**config.mk**
```make
export PLATFORM = sky130hd
export DESIGN_NAME = mem_bus_arbiter
export DESIGN_NICKNAME = d
export VERILOG_FILES = /design/src/rtl/mem_bus_arbiter.sv
export SDC_FILE = /design/constraint.sdc
export NUM_CORES = 1
export LEC_CHECK = 0
export CAP_MARGIN = 40
export CORE_ASPECT_RATIO = 2
export CORE_MARGIN = 3
export CORE_UTILIZATION = 49
export CTS_CLUSTER_SIZE = 16
export DETAILED_ROUTE_END_ITERATION = 10
export PLACE_DENSITY = 0.85
export SKIP_LAST_GASP = 1
export SLEW_MARGIN = 15
export SYNTH_ARGS = -nofsm -noshare
export SYNTH_HDL_FRONTEND = slang
export SYNTH_SLANG_ARGS = --single-unit
```
**constraint.sdc**
```tcl
create_clock -name phi1 -period 2.8 [get_ports phi1]
set_input_delay 0.28 -clock phi1 [delete_from_list [all_inputs] [get_ports phi1]]
set_output_delay 0.28 -clock phi1 [all_outputs]
set_load 0.02 [all_outputs]
```
**src/rtl/mem_bus_arbiter.sv**
```systemverilog
// Single-port memory arbiter for fetch, execute and a sprite-page DMA engine.
// Define DMA_ALIGN_EN to align DMA starts to even cycles with a parity register.
module mem_bus_arbiter #(
  parameter int                   REG_WIDTH  = 8,
  parameter int                   ADDR_WIDTH = 16,
  parameter logic [ADDR_WIDTH-1:0] DMA_DEST  = 16'h2004,
  parameter int                   DMA_LEN    = 256
) (
  input  logic                  phi1,
  input  logic                  reset,
  input  logic                  fetch_req,
  input  logic [ADDR_WIDTH-1:0] fetch_addr,
  output logic                  fetch_gnt,
  output logic                  fetch_rvalid,
  input  logic                  exec_req,
  input  logic                  exec_we,
  input  logic [ADDR_WIDTH-1:0] exec_addr,
  input  logic [REG_WIDTH-1:0]  exec_wdata,
  output logic                  exec_gnt,
  output logic                  exec_rvalid,
  input  logic                  dma_start,
  input  logic [REG_WIDTH-1:0]  dma_page,
  output logic                  dma_busy,
  output logic                  cpu_rdy,
  output logic                  mem_en,
  output logic                  mem_we,
  output logic [ADDR_WIDTH-1:0] mem_addr,
  output logic [REG_WIDTH-1:0]  mem_wdata,
  input  logic [REG_WIDTH-1:0]  mem_rdata,
  output logic [REG_WIDTH-1:0]  rdata
);

  // Handshake: a requester holds req (and its address/data) until it sees a
  // one-cycle gnt; the access is on mem_* in the gnt cycle, and for reads the
  // matching rvalid pulses one cycle later with rdata.

  typedef enum logic [1:0] {
    IDLE,
    DMA_RD,
    DMA_WR
`ifdef DMA_ALIGN_EN
    , DMA_ALIGN
`endif
  } state_t;

  localparam logic [7:0] IDX_LAST = 8'(DMA_LEN - 1);

  state_t                  state_q, state_d;
  logic [REG_WIDTH-1:0]    page_q, page_d;
  logic [7:0]              idx_q, idx_d;
  logic                    fetch_gnt_q, fetch_gnt_d;
  logic                    exec_gnt_q, exec_gnt_d;
  logic                    fetch_rvalid_q, fetch_rvalid_d;
  logic                    exec_rvalid_q, exec_rvalid_d;
  logic                    fetch_pend_q, fetch_pend_d;
  logic                    exec_pend_q, exec_pend_d;
  logic                    dma_busy_q, dma_busy_d;
  logic                    cpu_rdy_q, cpu_rdy_d;
  logic                    mem_en_q, mem_en_d;
  logic                    mem_we_q, mem_we_d;
  logic [ADDR_WIDTH-1:0]   mem_addr_q, mem_addr_d;
  logic [REG_WIDTH-1:0]    mem_wdata_q, mem_wdata_d;
  logic [REG_WIDTH-1:0]    rdata_q, rdata_d;

`ifdef DMA_ALIGN_EN
  logic parity_q;

  always_ff @(posedge phi1) begin
    if (reset) parity_q <= 1'b0;
    else       parity_q <= ~parity_q;
  end
`endif

  always_comb begin
    state_d        = state_q;
    page_d         = page_q;
    idx_d          = idx_q;
    fetch_gnt_d    = 1'b0;
    exec_gnt_d     = 1'b0;
    fetch_pend_d   = 1'b0;
    exec_pend_d    = 1'b0;
    // Read data returns one cycle after the grant regardless of DMA start.
    fetch_rvalid_d = fetch_pend_q;
    exec_rvalid_d  = exec_pend_q;
    rdata_d        = (fetch_pend_q || exec_pend_q) ? mem_rdata : rdata_q;
    dma_busy_d     = dma_busy_q;
    cpu_rdy_d      = cpu_rdy_q;
    mem_en_d       = 1'b0;
    mem_we_d       = 1'b0;
    mem_addr_d     = mem_addr_q;
    mem_wdata_d    = mem_wdata_q;

    case (state_q)
      IDLE: begin
        if (dma_start) begin
          page_d     = dma_page;
          idx_d      = 8'd0;
          dma_busy_d = 1'b1;
          cpu_rdy_d  = 1'b0;
`ifdef DMA_ALIGN_EN
          if (parity_q) begin
            state_d = DMA_ALIGN;
          end else begin
            state_d    = DMA_RD;
            mem_en_d   = 1'b1;
            mem_addr_d = ADDR_WIDTH'({dma_page, 8'd0});
          end
`else
          state_d    = DMA_RD;
          mem_en_d   = 1'b1;
          mem_addr_d = ADDR_WIDTH'({dma_page, 8'd0});
`endif
        end else if (exec_req) begin
          exec_gnt_d  = 1'b1;
          exec_pend_d = ~exec_we;
          mem_en_d    = 1'b1;
          mem_we_d    = exec_we;
          mem_addr_d  = exec_addr;
          if (exec_we) mem_wdata_d = exec_wdata;
        end else if (fetch_req) begin
          fetch_gnt_d  = 1'b1;
          fetch_pend_d = 1'b1;
          mem_en_d     = 1'b1;
          mem_addr_d   = fetch_addr;
        end
      end
`ifdef DMA_ALIGN_EN
      DMA_ALIGN: begin
        state_d    = DMA_RD;
        mem_en_d   = 1'b1;
        mem_addr_d = ADDR_WIDTH'({page_q, idx_q});
      end
`endif
      DMA_RD: begin
        state_d     = DMA_WR;
        mem_en_d    = 1'b1;
        mem_we_d    = 1'b1;
        mem_addr_d  = DMA_DEST;
        mem_wdata_d = mem_rdata;
      end
      DMA_WR: begin
        idx_d = idx_q + 8'd1;
        if (idx_q == IDX_LAST) begin
          state_d    = IDLE;
          dma_busy_d = 1'b0;
          cpu_rdy_d  = 1'b1;
        end else begin
          state_d    = DMA_RD;
          mem_en_d   = 1'b1;
          mem_addr_d = ADDR_WIDTH'({page_q, idx_q + 8'd1});
        end
      end
      default: state_d = IDLE;
    endcase
  end

  always_ff @(posedge phi1) begin
    if (reset) begin
      state_q        <= IDLE;
      page_q         <= '0;
      idx_q          <= 8'd0;
      fetch_gnt_q    <= 1'b0;
      exec_gnt_q     <= 1'b0;
      fetch_rvalid_q <= 1'b0;
      exec_rvalid_q  <= 1'b0;
      fetch_pend_q   <= 1'b0;
      exec_pend_q    <= 1'b0;
      dma_busy_q     <= 1'b0;
      cpu_rdy_q      <= 1'b1;
      mem_en_q       <= 1'b0;
      mem_we_q       <= 1'b0;
      mem_addr_q     <= '0;
      mem_wdata_q    <= '0;
      rdata_q        <= '0;
    end else begin
      state_q        <= state_d;
      page_q         <= page_d;
      idx_q          <= idx_d;
      fetch_gnt_q    <= fetch_gnt_d;
      exec_gnt_q     <= exec_gnt_d;
      fetch_rvalid_q <= fetch_rvalid_d;
      exec_rvalid_q  <= exec_rvalid_d;
      fetch_pend_q   <= fetch_pend_d;
      exec_pend_q    <= exec_pend_d;
      dma_busy_q     <= dma_busy_d;
      cpu_rdy_q      <= cpu_rdy_d;
      mem_en_q       <= mem_en_d;
      mem_we_q       <= mem_we_d;
      mem_addr_q     <= mem_addr_d;
      mem_wdata_q    <= mem_wdata_d;
      rdata_q        <= rdata_d;
    end
  end

  assign fetch_gnt    = fetch_gnt_q;
  assign exec_gnt     = exec_gnt_q;
  assign fetch_rvalid = fetch_rvalid_q;
  assign exec_rvalid  = exec_rvalid_q;
  assign dma_busy     = dma_busy_q;
  assign cpu_rdy      = cpu_rdy_q;
  assign mem_en       = mem_en_q;
  assign mem_we       = mem_we_q;
  assign mem_addr     = mem_addr_q;
  assign mem_wdata    = mem_wdata_q;
  assign rdata        = rdata_q;

endmodule

```
==> impl_metrics.env <==
export IMPL_antenna_found_initial=0
export IMPL_root_buffer="clkbuf_16"
export IMPL_vdd_drop_max_mv=0.4489
export IMPL_maxSlewHeadroom=0.4572
export IMPL_crit_fanout=17
export IMPL_fin_crit_ns=2.127
export IMPL_wl_per_cell_um=18.31
export IMPL_combPwrFrac=0.221
export IMPL_synth_cell_types=55
export IMPL_ios=102
export IMPL_grt_overflow=0
export IMPL_die_h_um=117.5
export IMPL_clock_power_share=0.415
export IMPL_ctsHoldBuffers=0
export IMPL_p_leak_nw=1.639
export IMPL_drtIter0Drc=181
export IMPL_clock_path_buffers=2
export IMPL_timing_worst_setup_path_type="flip-flop to flip-flop"
export IMPL_clkTransAtPathRegs_ns=0.05
export IMPL_cts_sinks=59
export IMPL_slew_violations=0
export IMPL_startpoint_type="flip-flop"
export IMPL_areaGrowthSynthToFinish_pct=40.69
export IMPL_core_area_sq_um=6006
export IMPL_status="finished clean"
export IMPL_final_fill_count=461
export IMPL_drive_gt1_frac=0.1222
export IMPL_cts_resized_gates=0
export IMPL_drv_cap=0
export IMPL_hold_class="flip-flop to flip-flop"
export IMPL_synthFlopType="dfxtp_1"
export IMPL_routed_wl_mm=9.394
export IMPL_p_int_mw=1.881
export IMPL_num_vias=3032
export IMPL_tightest_slew_ns=0.8125
export IMPL_synth_nets=421
export IMPL_p_switching_mw=0.7087
export IMPL_port_buffers=101
export IMPL_cts_tree="built"
export IMPL_cts_buffers=9
export IMPL_row_count=40
export IMPL_synth_top_area_share=0.3880
export IMPL_synthesis_area_sq_um=3044
export IMPL_place_congestion=0.8887
export IMPL_multi_input_area_sq_um=1643
export IMPL_clock_fmax_mhz=470.2
export IMPL_ys_ff_latch=59
export IMPL_p_seq_frac=0.364
export IMPL_cts_htree_levels=3
export IMPL_place_area_sq_um=3989
export IMPL_synthCells=354
export IMPL_timing_hold_violations_final=0
export IMPL_clk_latency_ns=0.33
export IMPL_switching_share=0.2736
export IMPL_rsz0062_at_grt="no"
export IMPL_setup_violations=0
export IMPL_dieArea_sq_um=7252
export IMPL_worstPathArrival_ns=2.38
export IMPL_n_antenna_cell=0
export IMPL_die_w_um=61.74
export IMPL_postCtsSetupBuffers=0
export IMPL_synth_area_leaders="dfxtp_1 (39%), a21oi_1 (7.4%), nand2_1 (7.0%)"
export IMPL_avgSynthCellArea_sq_um=8.599
export IMPL_fin_setup_tns_ns=0
export IMPL_viasPerCell=5.910
export IMPL_end_kind="flip-flop"
export IMPL_final_nets=512
export IMPL_ant_nets=0
export IMPL_hpwl_mm=6.800
export IMPL_grt_total_usage=0.2749
export IMPL_ys_warn_count=0
export IMPL_grt_pass1_vias=3090
export IMPL_ff_latch_area_sq_um=1181
export IMPL_cp_data_required_time_ns=3.05
export IMPL_timing_final_crit_share=0.7595
export IMPL_yosys_area_top_type="dfxtp_1"
export IMPL_first_pass_iters=6
export IMPL_final_area_sq_um=4283
export IMPL_ys_seq_area_frac=0.3880
export IMPL_synth_edf_count=0
export IMPL_async_flop_share=0
export IMPL_grt_max_degree=49
export IMPL_drcViolationCount=0
export IMPL_start_util=0.5069
export IMPL_finalClockSkew_ns=0.003322
export IMPL_p_per_area_nw_per_um2=604.7
export IMPL_grt_pass1_wl_mm=14.96
## cell usage after synthesis, types with 2 or more instances
library cell   n
o221a_1        2
clkbuf_1      10
nor4_1         3
dfxtp_1       59
nand3_1       21
o21a_1         3
mux2_2        14
o221a_2        5
nor3_1         6
o21bai_1       4
a211oi_1      12
nand2_1       57
buf_2          6
clkbuf_8       5
ha_1           5
nor2_1        15
o21ai_0       17
buf_6          4
a311oi_2       3
xor2_1         2
and3_1         2
inv_1          6
nor2b_1        5
a21oi_1       45
a32oi_1        3
nor3b_1        2
mux2i_1       10
## area by class of cell
class | instances | share of cell area
clock inverter | 6 | 0.01285
timing repair buffer | 108 | 0.2483
inverter | 6 | 0.005259
sequential | 59 | 0.2758
clock buffer | 10 | 0.05580
tap | 63 | 0.01840
multi-input combinational | 261 | 0.3836
## metal layers
| metal | wire length (um) | track usage | share of wire | up-vias |
|---|---|---|---|---|
| li1 | - | - | - | 1456 |
| met1 | 3251 | 0.2846 | 0.35 | 1399 |
| met2 | 5034 | 0.4665 | 0.54 | 147 |
| met3 | 645 | 0.07135 | 0.069 | 30 |
| met4 | 462 | 0.1580 | 0.049 | 0 |
| met5 | 0 | 0 | 0 | - |
## worst max-delay path, cell delays in order, from the launching register on
cell	delay [ns]
dfxtp_1	0.34
inv_1	0.10
ha_1	0.58
buf_4	0.29
a21oi_1	0.08
a221oi_1	0.32
nand3_1	0.14
a21oi_1	0.20
## cell usage in the layout (no fill, tap or decap), types with 2 or more instances in the layout
master,n
o221a_1,2
ha_1,5
nor2b_1,5
a211oi_1,12
nor3_1,6
clkbuf_16,9
a21oi_1,45
nand2_1,57
dfxtp_1,59
o221a_2,5
buf_4,7
and3_1,2
mux2_2,14
clkinv_2,5
inv_1,6
a32oi_1,3
nor3b_1,2
o21bai_1,4
nor2_1,15
clkdlybuf4s50_1,101
a311oi_2,3
nor4_1,3
o21ai_0,17
xor2_1,2
nand3_1,21
mux2i_1,10
o21a_1,3
## flip-flops by register name, summed over array words and instances, names as in the netlist, 2 cells and up
register / cells
idx_q: 8
mem_addr: 16
mem_wdata: 8
page_q: 8
rdata: 8
state_q: 2
## stage by stage
| step | worst slack (ns) | total power [mW] | hold WS (ns) | util | instances |
|---|---|---|---|---|---|
| final | 0.6735 | 2.590 | 0.4528 | 0.7131 | 513 |
| after global routing | 0.5638 | 2.690 | 0.4748 | 0.7131 | 513 |
| after CTS | 0.7310 | 2.602 | 0.4564 | 0.7131 | 513 |
| after detailed placement | 0.6206 | 1.523 | 0.4499 | 0.6642 | 497 |
| after global placement | 0.7137 | 1.508 | 0.4384 | 0.6642 | 497 |
| after floorplan | 1.158 | 1.278 | 0.3516 | - | 354 |
## worst paths after layout
kind / depth (start not counted) / slack, ns / start / end
max: 7 / 0.67 / state_q[0] / mem_addr[13]
min: 2 / 0.45 / rdata[6] / rdata[6]
max reg2reg: 7 / 0.67 / state_q[0] / mem_addr[13]
min reg2reg: 2 / 0.45 / rdata[6] / rdata[6]
## power by group through the flow
| stage | Sequential, mW | Combinational, mW | Clock (mW) |
|---|---|---|---|
| after floorplan | 1.01 | 0.265 | 0 |
| after global routing | 0.947 | 0.616 | 1.13 |
| after global placement | 0.955 | 0.553 | 0 |
| after detailed placement | 0.959 | 0.565 | 0 |
| after CTS | 0.942 | 0.572 | 1.09 |
| final | 0.943 | 0.573 | 1.07 |
## kinds of logic (layout without fill, tap and decap cells)
group	count (synthesis)	count (layout)	synth area share
XOR/XNOR	3	3	0.008633
buffers and inverters	34	130	0.07234
adder cells (fa/ha/maj)	5	5	0.02055
AO/OA/AOI/OAI	106	106	0.2302
multiplexers	24	24	0.08467
flip-flops	59	59	0.3880
AND/OR/NAND/NOR	123	123	0.1956
Power figures use the tool's default switching activity.
